`src/rtl/mux_arb_nway.sv`:
```
// N-channel valid/ready arbiter (fixed priority or round-robin) feeding a one-entry output register.
// Latency 1 cycle; while the held word is stalled (Out_Valid && !Out_Ready) In_Ready is all 0 and the output holds.
module mux_arb_nway #(
    parameter int WIDTH = 8,
    parameter int NCH   = 3,
    parameter int RR    = 0,
    parameter int SW    = $clog2(NCH)
) (
    input  logic                 Clk,
    input  logic                 Reset,
    input  logic [NCH*WIDTH-1:0] In_Data,
    input  logic [NCH-1:0]       In_Valid,
    output logic [NCH-1:0]       In_Ready,
    output logic [WIDTH-1:0]     Out_Data,
    output logic [SW-1:0]        Out_Src,
    output logic                 Out_Valid,
    input  logic                 Out_Ready
);

    logic             out_vld_q, out_vld_d;
    logic [WIDTH-1:0] out_dat_q, out_dat_d;
    logic [SW-1:0]    out_src_q, out_src_d;
    logic [SW-1:0]    last_q, last_d;

    logic             load_en;
    logic             win_vld;
    logic             found;
    int               scan_idx;
    logic [SW-1:0]    win_idx;
    logic [WIDTH-1:0] win_dat;

    assign load_en = !out_vld_q || Out_Ready;

    // Round-robin scans Last+1, Last+2, ... wrapping at NCH, which need not be a power of two.
    always_comb begin
        win_vld  = |In_Valid;
        win_idx  = '0;
        found    = 1'b0;
        scan_idx = 0;
        if (RR != 0) begin
            for (int k = 1; k <= NCH; k++) begin
                scan_idx = int'(last_q) + k;
                if (scan_idx >= NCH) begin
                    scan_idx = scan_idx - NCH;
                end
                if (!found && In_Valid[scan_idx]) begin
                    found   = 1'b1;
                    win_idx = SW'(scan_idx);
                end
            end
        end else begin
            for (int i = 0; i < NCH; i++) begin
                if (In_Valid[i]) begin
                    win_idx = SW'(i);
                end
            end
        end
    end

    always_comb begin
        win_dat = '0;
        for (int i = 0; i < NCH; i++) begin
            if (win_idx == SW'(i)) begin
                win_dat = In_Data[i*WIDTH +: WIDTH];
            end
        end
    end

    always_comb begin
        In_Ready = '0;
        for (int i = 0; i < NCH; i++) begin
            In_Ready[i] = load_en && !Reset && win_vld && (win_idx == SW'(i));
        end
    end

    always_comb begin
        out_vld_d = out_vld_q;
        out_dat_d = out_dat_q;
        out_src_d = out_src_q;
        last_d    = last_q;
        if (load_en) begin
            out_vld_d = win_vld;
            if (win_vld) begin
                out_dat_d = win_dat;
                out_src_d = win_idx;
                if (RR != 0) begin
                    last_d = win_idx;
                end
            end
        end
    end

    always_ff @(posedge Clk) begin
        if (Reset) begin
            out_vld_q <= 1'b0;
            out_dat_q <= '0;
            out_src_q <= '0;
            last_q    <= SW'(NCH - 1);
        end else begin
            out_vld_q <= out_vld_d;
            out_dat_q <= out_dat_d;
            out_src_q <= out_src_d;
            last_q    <= last_d;
        end
    end

    assign Out_Valid = out_vld_q;
    assign Out_Data  = out_dat_q;
    assign Out_Src   = out_src_q;

endmodule

```
`config.mk`:
```
export PLATFORM = sky130hd
export DESIGN_NAME = mux_arb_nway
export DESIGN_NICKNAME = d
export VERILOG_FILES = /design/src/rtl/mux_arb_nway.sv
export SDC_FILE = /design/constraint.sdc
export NUM_CORES = 1
export LEC_CHECK = 0
export CORE_UTILIZATION = 37
export CTS_BUF_LIST = sky130_fd_sc_hd__clkbuf_4
export DETAILED_ROUTE_END_ITERATION = 7
export GPL_TIMING_DRIVEN = 0
export MAX_ROUTING_LAYER = met4
export PLACE_DENSITY_LB_ADDON = 0.1
export RECOVER_POWER = 50
export SYNTH_ARGS = -nofsm -noshare
export SYNTH_HDL_FRONTEND = slang
export SYNTH_SLANG_ARGS = --single-unit
```
`constraint.sdc`:
```
create_clock -name Clk -period 2 [get_ports Clk]
set_input_delay 0.6 -clock Clk [delete_from_list [all_inputs] [get_ports Clk]]
set_output_delay 0.6 -clock Clk [all_outputs]
set_load 0.02 [all_outputs]
```
### Word level (Yosys, flattened, before mapping)

Cells that the tools add are included.

* bits in registers: 11
* input bits: 30
* output and inout bits: 14
* logic and storage cells: 21

* eq/ne operators: 2
* multiplexer cells: 5
* reduce and logical (&&, ||, !) cells: 11

Operator list (count)
* $mux W8: 3
* $logic_and A1 B1 Y1: 5
* $reduce_or A3 Y1: 1
* $eq A2 B1 Y1 const B: 1
* $eq A2 B2 Y1 const B: 1
* $logic_not A1 Y1: 2
* $logic_not A2 Y1: 1
* $mux W2: 1
* $reduce_and A2 Y1: 1
* $logic_or A1 B1 Y1: 1
* $mux W1: 1

### Depth between registers and ports, before layout

Gate-level depths: netlist of run 1.

* word-level depth: 6
* gate-level depth with buffers: 4
* mapped depth without buffers: 3

### Worst setup path after synthesis of run 1

No wires, ideal clock.

* path type: input to output
* start point: input In_Valid[2]
* end point: output In_Ready[1]
* data arrival time: 1.313 ns
* data required time: 1.400 ns
* setup slack: 0.087 ns
* stages: 2
* buffers on the path: 1
* path through: buf_2 nor4b_2

* cells in the longest elaborated chain, start to end: 3
* elaborated cells on any way between the ends: 5
* those cells by class: eq/ne (1); mux (1); reduce/logical (3)

RTL lines
* start: declaration: line 12 `input logic [NCH-1:0] In_Valid,`
* $mux W2 or $reduce_or A3 Y1 (tied branches): line 53, 36
* $eq A2 B1 Y1 or $logic_and A1 B1 Y1 (tied branches): line 72 `In_Ready[i] = load_en && !Reset && win_vld && (win_idx == SW'(i));`
* $logic_and A1 B1 Y1 *: line 72
* end: declaration: line 13 `output logic [NCH-1:0] In_Ready,`

Mark *: on every way between the ends. The rest lies on a longest branch, timed or not.

### Worst setup path in the final report of run 1

* start point: input In_Valid[2]
* end point: output In_Ready[0]

* cells in the longest elaborated chain, start to end: 3
* elaborated cells on any way between the ends: 5
* those cells by class: mux (1); reduce/logical (4)

RTL lines (line)
* $mux W2 or $reduce_or A3 Y1 (tied branches): 53, 36
* $logic_not A2 Y1 or $logic_and A1 B1 Y1 (tied branches): 72
* $logic_and A1 B1 Y1 *: 72

Marked as above.

==> results of run 1 <==
[power breakdown]
| group | total [uW] | switching [uW] | internal (uW) |
|---|---|---|---|
| Clock | 164 | 73.4 | 90.5 |
| Sequential | 245 | 9.07 | 236 |
| Combinational | 209 | 83.2 | 126 |
| Total | 619 | 166 | 453 |
[metrics by stage]
step                      setup WS [ps]  hold slack [ps]  setup TNS, ps
after floorplan                    86.8              572              0
after global placement             -923              439          -2630
after detailed placement           -963              449          -2720
after CTS                         -20.5              466          -20.5
after global routing               7.06              508              0
final                              23.9              467              0
[state kept, by name (all words and copies together) (netlist names)]
| register | count |
|---|---|
| Out_Src | 2 |
| Out_Data | 8 |
| Out_Valid | 1 |
[worst max path at each step]
stage / start / endpoint / slack, ps / cells past startpoint
after floorplan: In_Valid[2] / In_Ready[1] / 90 / 2
after global placement: Out_Ready / In_Ready[0] / -920 / 6
after detailed placement: Out_Ready / In_Ready[0] / -960 / 6
after CTS: In_Valid[0] / In_Ready[0] / -20 / 6
after global routing: In_Valid[2] / In_Ready[0] / 7 / 5
final: In_Valid[2] / In_Ready[0] / 20 / 5
[logic make-up (layout without fill, tap and decap cells)]
kind of cell | count (synthesis) | after routing | synth area share [%]
and+or+nand+nor | 16 | 16 | 18.1
DFF | 11 | 11 | 37.0
AOI/OAI and AO/OA | 19 | 19 | 22.9
buffers and inverters | 5 | 59 | 8.61
muxes | 8 | 8 | 13.4
[routing by layer]
metal  track usage [%]  vias up  part of all wire, %
li1                  -      321                    -
met1              24.1      312                   44
met3              3.45        0                  6.9
met2              32.8       28                   49
met4              5.63        0                    0
met5                 -        -                    0
[synth_stat cells, drive strengths merged]
master / n / area [um^2]
nor3b: 1 / 12.5
nor4b: 1 / 15.0
o21ai: 8 / 40.0
dlymetal6s2s: 1 / 12.5
and2: 1 / 6.26
dfxtp: 11 / 220
nor2b: 2 / 20.0
a21o: 1 / 7.51
nor2: 1 / 3.75
a22o: 9 / 78.8
nor3: 2 / 20.0
nand2: 8 / 30.0
o21ba: 1 / 10.0
buf: 4 / 38.8
mux2i: 8 / 80.1
[layout make-up]
| class | instances | share of cell area, % |
|---|---|---|
| multi-input combinational | 43 | 30.6 |
| buffer | 4 | 3.77 |
| clock buffer | 4 | 2.66 |
| timing repair buffer | 51 | 41.7 |
| tap | 16 | 1.77 |
| sequential | 11 | 19.5 |
[critical path, stage by stage]
cell and delay, ps:
buf_2 120, dlymetal6s2s_1 170, buf_4 150, nor3b_2 170, buf_4 170
[what timing repair did]
action / 4_1_cts / 5_1_grt
setup buffers: 7 / 1
endpoints found under the setup margin: 3 / 2
pin swaps: 3 / 2
resized for setup: 44 / 0
==> flow_summary.ini, run 1 <==
[die]
core.rowCount = 14
core-area_mm2 = 0.00151
ios = 44
die_y_um = 42.1
die_area_mm2 = 0.00177
die_x_um = 42.1
initial_core_util_pct = 39.5

[cts]
cts.clk_slew.worst_paths_ps = 70
cts_buffers = 3
clock-root-buffer = clkbuf_4
cts.path.max_buffers = 2
clock_sinks = 11
cts_tree = built
clkLatencyLatePin_ps = 260
cts_hold_buf = 0
htreeDepth = 1

[worst_hold_path]
hp-start = Out_Src[0]
hold_path_class = register to register
worst_hold_path.endpoint = Out_Src[0]
hold_depth = 1

[global_route]
grt_max_degree = 11
grt_pass1_vias = 604
antenna_found_initial = 0
overflow = 0
grt_pass1_wl_mm = 2.58
grtUsageTotal_pct = 19.5

[critical_path]
rr_startpoint = Out_Valid
crit_arrival_ps = 1380
critPathLaunchType = input port
cp-end-kind = primary output
required_ps = 1400
r2r-end = Out_Data[5]
worst-setup-path-type = input port to primary output
critPathMaxFanout = 3
regToRegSetupSlack_ps = 610
reg2reg_depth = 5

[timing]
maxClockFrequency_ghz = 0.506
maxSlewHeadroom_pct = 75.4
fin_crit_ps = 1980
drv_slew = 0
rsz0062_at_grt = false
fin_skew_ps = 2.56
hold_viol_final = 0
setup_viol = 0
fin_crit_sh_pct = 98.8
worst-slew-pin-transition_ps = 368

[detailed_routing]
drc = 0
postRouteAntennaNets = 0
wirelength_mm = 1.66
vias_per_cell = 5.12
drtPass1Iterations = 4
drt-initial-drc-count = 5
routedWlPerCell_um = 12.9
vias = 661

[cells_and_area]
layout_commonest_cell = clkdlybuf4s50_1
seqCellArea_um2 = 220
layout_common_cells = 34 x clkdlybuf4s50_1, 11 x dfxtp_1, 9 x a22o_1
multiInputGateArea_um2 = 345
diodes = 0
nets = 144
syn2layout_area_growth_pct = 89.5
stdcell_count = 129
final_area_mm2 = 0.00113
nFillCells = 126
drive_above_1_share_pct = 23.9
final_util_pct = 74.9

[pwr]
p_leak_uw = 0.000514
p_per_area_mw_per_mm2 = 548
total_power_uw = 619
ir_worst_vdd_uv = 388

[logic_synthesis]
avgSynthCellArea_um2 = 10.1
synthCells = 59
yosysSeqAreaShare_pct = 37.0
synth_nets = 89
syn_area_um2 = 596
yosysWarnings = 0
ys_ff_latch = 11
synth_cell_types = 17

[placed_design]
dp_hpwl_mm = 1.18
routabilityCongestion = 0.669
placed_area_mm2 = 0.00105
dp_cells = 118
port_buffers = 43

[run_status]
status = finished clean

[run]
max_cap_violations = 0
Note: power is estimated with default switching activity, not from simulation.
==> run 2: changes to the inputs <==
--- a/config.mk
+++ b/config.mk
@@ -12,6 +12,7 @@
 export MAX_ROUTING_LAYER = met4
 export PLACE_DENSITY_LB_ADDON = 0.1
 export RECOVER_POWER = 50
+export SETUP_SLACK_MARGIN = 0.2
 export SYNTH_ARGS = -nofsm -noshare
 export SYNTH_HDL_FRONTEND = slang
 export SYNTH_SLANG_ARGS = --single-unit
==> run 2 against run 1 <==
The run now ends with setup timing left. Total power is 3.3% higher. Clock skew increased by 5.5 ps. Largest power group unchanged. Cell count rose by 0.78%. Worst hold slack lost 7.4 ps. Die area stayed put. Worst setup slack lost 51 ps. Combinational power up 4%.
==> flow_summary.ini, run 2 (same netlist as run 1, synthesis figures left out) <==
[run_status]
violations = setup timing
status = complete, but fails checks

[critical_path]
critical_path.top_delay_family = simple AND/OR/NAND/NOR gates
crit_arrival_ps = 1430
required_ps = 1400
regToRegSetupSlack_ps = 640
cp.depth = 6
worstSetupEndpoint = In_Ready[2]
cp_slowest_stage_delay_ps = 260
r2r-end = Out_Data[4]
crit_chain = buf_8 > nor3_4 > nor3_4 > buf_6 > and2_4 > buf_6
worst-setup-path-type = input port to primary output
reg2reg_depth = 6
cp-end-kind = primary output
path_buf_inv = 3
critPathLaunch = In_Valid[1]
cpMaxStageDelayCell = nor3_4
rr_startpoint = Out_Valid
critPathMaxFanout = 3
critPathLaunchType = input port

[detailed_routing]
routedWlPerCell_um = 16.1
drc = 0
drtPass1Iterations = 2
wirelength_mm = 2.09
vias = 676
vias_per_cell = 5.20
drt-initial-drc-count = 5
postRouteAntennaNets = 0

[cts]
cts.clk_slew.worst_paths_ps = 70
cts_hold_buf = 0
cts_buffers = 3
clock_sinks = 11
clock-root-buffer = clkbuf_4
cts_tree = built
cts.path.max_buffers = 2
clkLatencyLatePin_ps = 280
htreeDepth = 1

[die]
core-area_mm2 = 0.00151
core.rowCount = 14
ios = 44
initial_core_util_pct = 39.5
die_x_um = 42.1
die_area_mm2 = 0.00177
die_y_um = 42.1

[timing]
fin_crit_ps = 2030
fin_skew_ps = 8.04
maxClockFrequency_ghz = 0.493
rsz0062_at_grt = true
drv_slew = 0
maxSlewHeadroom_pct = 82.9
setup_viol = 2
hold_viol_final = 0
fin_crit_sh_pct = 101
worst-slew-pin-transition_ps = 253
setup_slack_ps = -27.1

[global_route]
antenna_found_initial = 0
overflow = 0
grt_pass1_vias = 675
grt_max_degree = 11
grt_pass1_wl_mm = 3.09
grtUsageTotal_pct = 24.1

[cells_and_area]
final_util_pct = 78.2
largest_reg_flops = 8
drive_above_1_share_pct = 27.2
nFillCells = 110
diodes = 0
layout_commonest_cell = clkdlybuf4s50_1
syn2layout_area_growth_pct = 97.7
layout_common_cells = 24 x clkdlybuf4s50_1, 12 x buf_6, 11 x dlygate4sd2_1
nets = 145

[placed_design]
port_buffers = 43
routabilityCongestion = 0.747

[pwr]
ir_worst_vdd_uv = 385
total_power_uw = 639
p_leak_uw = 0.000579
p_per_area_mw_per_mm2 = 543

[worst_hold_path]
hp-start = Out_Src[0]
hold_path_class = register to register

[run]
max_cap_violations = 0
## run 2: cell types whose count changed in the layout (fill, tap and decap cells not counted), sizes merged
| cell | previous run | this run |
|---|---|---|
| dlygate4sd2 | 0 | 11 |
| clkdlybuf4s50 | 34 | 24 |
| buf | 16 | 20 |
| clkbuf | 7 | 4 |
| dlygate4sd3 | 1 | 0 |
## run 2: worst min-delay path by stage
stage,to,slack (ps),cells past startpoint
floorplan,Out_Src[0],570,1
global placement,Out_Src[0],440,1
detailed placement,Out_Src[0],450,1
CTS,Out_Src[0],460,1
global route,Out_Src[0],480,1
finish,Out_Src[0],460,1
## run 2: worst reg2reg max path, delay by kind of cell, from the launching register on
kind            cells  cell delay, ps
compound gates      2             420
simple gates        1             130
flops               1             320
buf+inv             3             390
## run 2: final cells by class
cell class | instances | area [um^2] | share of cell area, %
tap | 16 | 20.0 | 1.70
timing repair buffer | 51 | 494 | 42.0
clock buffer | 4 | 30.0 | 2.55
buffer | 5 | 57.6 | 4.89
sequential | 11 | 221 | 18.8
multi-input combinational | 43 | 354 | 30.1
## run 2: repair_timing
item,in CTS,in global routing
pin swaps,3,2
gates resized for setup,60,4
endpoints found under the hold margin,0,0
setup buffers,5,3
endpoints found under the setup margin,14,3
cloned,0,0
## run 2: report_power, final
part	leakage, uW	total, uW	internal, uW	switching, uW
combinational	0.000470	217	126	90.8
sequential	0.0000911	246	237	9.80
clock	0.0000184	176	91.0	84.7
total	0.000579	639	454	185
## run 2: through the flow
step | cell area (um^2) | TNS (ps) | setup slack (ps) | hold slack [ps] | instances
final | 1180 | -53.6 | -27.1 | 459 | 130
after global routing | 1180 | -108 | -55.6 | 484 | 130
after CTS | 1140 | 0 | 15.4 | 460 | 127
after detailed placement | 1070 | -2820 | -952 | 453 | 118
after global placement | 1070 | -2740 | -944 | 438 | 118
after floorplan | 618 | 0 | 147 | 572 | 59
## run 2: layer usage
layer	routed length, um	vias up	part of all wire [%]	GRT usage [%]
met1	808	319	39	25.9
met2	1120	28	54	42.8
met3	133	4	6.4	6.90
met5	0	-	0	-
li1	-	325	-	-
met4	27	0	1.3	7.50
==> run 3: changes to the inputs <==
--- a/config.mk
+++ b/config.mk
@@ -10,7 +10,7 @@
 export DETAILED_ROUTE_END_ITERATION = 7
 export GPL_TIMING_DRIVEN = 0
 export MAX_ROUTING_LAYER = met4
-export PLACE_DENSITY_LB_ADDON = 0.1
+export PLACE_DENSITY = 0.86
 export RECOVER_POWER = 50
 export SETUP_SLACK_MARGIN = 0.2
 export SYNTH_ARGS = -nofsm -noshare
==> run 3 against run 2 <==
Largest power group unchanged. Non-clock buffer count increased by 2. Clock power decreased by 6%. Global-route usage fell by 1.4 points. Critical endpoint unchanged. The flow still finishes with violations (setup timing). Sequential share of layout area is 0.26 points lower. Worst setup slack gained 9.0 ps. Maximum frequency grew 0.45%.
==> flow_summary.ini, run 3 (same netlist as run 1, synthesis figures left out) <==
[cells_and_area]
diodes = 0
drive_above_1_share_pct = 28.4
syn2layout_area_growth_pct = 100
nFillCells = 105
nets = 147
layout_commonest_cell = clkdlybuf4s50_1
layout_common_cells = 24 x clkdlybuf4s50_1, 11 x dlygate4sd2_1, 10 x dfxtp_1
largest_reg_flops = 8

[pwr]
intPower_uw = 459
p_leak_uw = 0.000588
pwr-share-comb_pct = 35.0
p_seq_share_pct = 38.8
p_per_area_mw_per_mm2 = 529
total_power_uw = 632
p_sw_share_pct = 27.3
p_sw_uw = 173
clkPwrFrac_pct = 26.1
ir_worst_vdd_uv = 312

[cts]
cts.clk_slew.worst_paths_ps = 70
cts_buffers = 3
cts.path.max_buffers = 2
clkLatencyLatePin_ps = 260
clock-root-buffer = clkbuf_4
htreeDepth = 1
clock_sinks = 11
cts_tree = built
cts_hold_buf = 0

[die]
ios = 44
die_x_um = 42.1
die_y_um = 42.1
core.rowCount = 14
initial_core_util_pct = 39.5
core-area_mm2 = 0.00151
die_area_mm2 = 0.00177

[run_status]
violations = setup timing
status = complete, but fails checks

[detailed_routing]
drc = 0
postRouteAntennaNets = 0
drtPass1Iterations = 4
vias = 681
vias_per_cell = 5.16
wirelength_mm = 1.94
wl_met3_um = 82
m1WireLength_um = 784
top_layer = met4
routedWlPerCell_um = 14.7
drt-initial-drc-count = 6
wl_met2_mm = 1.04

[placed_design]
routabilityCongestion = 0.719
port_buffers = 43
dp_hpwl_mm = 1.30

[timing]
setup_slack_ps = -18.1
rsz0062_at_grt = true
drv_slew = 0
fin_crit_ps = 2020
worst-slew-pin-transition_ps = 232
hold_viol_final = 0
maxClockFrequency_ghz = 0.496
worst_hold_slack_ps = 472
setup_viol = 2
fin_skew_ps = 2.21
maxSlewHeadroom_pct = 84.5
fin_crit_sh_pct = 101

[run]
max_cap_violations = 0

[critical_path]
crit_arrival_ps = 1420
cp_slowest_stage_delay_ps = 250
critPathMaxFanout = 3
required_ps = 1400
critical_path.top_delay_family = simple AND/OR/NAND/NOR gates
crit_chain = buf_8 > nor3_4 > nor3_4 > buf_6 > and2_4 > buf_6
cp-end-kind = primary output
critPathLaunchType = input port
path_buf_inv = 3
cpMaxStageDelayCell = nor3_4
worst-setup-path-type = input port to primary output

[global_route]
grt_max_degree = 11
grtUsageTotal_pct = 22.7
antenna_found_initial = 0
grt_pass1_wl_mm = 2.88
overflow = 0
grt_pass1_vias = 638

[worst_hold_path]
hold_path_class = register to register
## run 3: cell count changes in the layout (fill, tap and decap cells not counted), sizes merged
cell  delta
buf      +2
## run 3: power groups by stage
stage               sequential (uW)  clock [uW]  combinational [uW]
floorplan                       271           0                71.4
global placement                249           0                 200
detailed placement              250           0                 204
CTS                             245         169                 210
global route                    247         174                 234
finish                          245         165                 221
## run 3: through the flow
stage | setup TNS, ps | worst slack, ps | instances | cell area (um^2) | utilization (%)
global placement | -2690 | -929 | 118 | 1070 | 70.9
CTS | -13.5 | -13.5 | 129 | 1150 | 76.1
floorplan | 0 | 147 | 59 | 618 | -
global route | -99.5 | -50.5 | 132 | 1190 | 79.2
finish | -33.5 | -18.1 | 132 | 1190 | 79.2
detailed placement | -2710 | -933 | 118 | 1070 | 70.9
## run 3: area by class of cell
class,instances,area (um^2),share of cell area (%)
Timing Repair Buffer,53,507,42.5
Multi-Input combinational cell,43,354,29.7
Sequential cell,11,221,18.6
Buffer,5,61.3,5.14
Clock buffer,4,30.0,2.52
Tap cell,16,20.0,1.68
## run 3: path summary, 6_finish.rpt
path	endpoint	startpoint	cells past startpoint	slack, ps
worst max-delay path	In_Ready[2]	In_Valid[1]	6	-20
worst min-delay path	Out_Src[0]	Out_Src[0]	1	470
worst max register to register	Out_Data[5]	Out_Valid	6	690
worst min register to register	Out_Src[0]	Out_Src[0]	1	470
## run 3: metal layers
metal,vias to the layer above,global-route usage [%]
li1,326,-
met1,325,24.6
met2,26,40.9
met3,4,2.59
met4,0,11.3
met5,-,-
## run 3: repair_timing
item	4_1_cts	5_1_grt
resized for setup	58	6
cloned	0	0
setup buffers	7	3
endpoints found under the hold margin	0	0
pin swaps	3	3
endpoints found under the setup margin	14	3
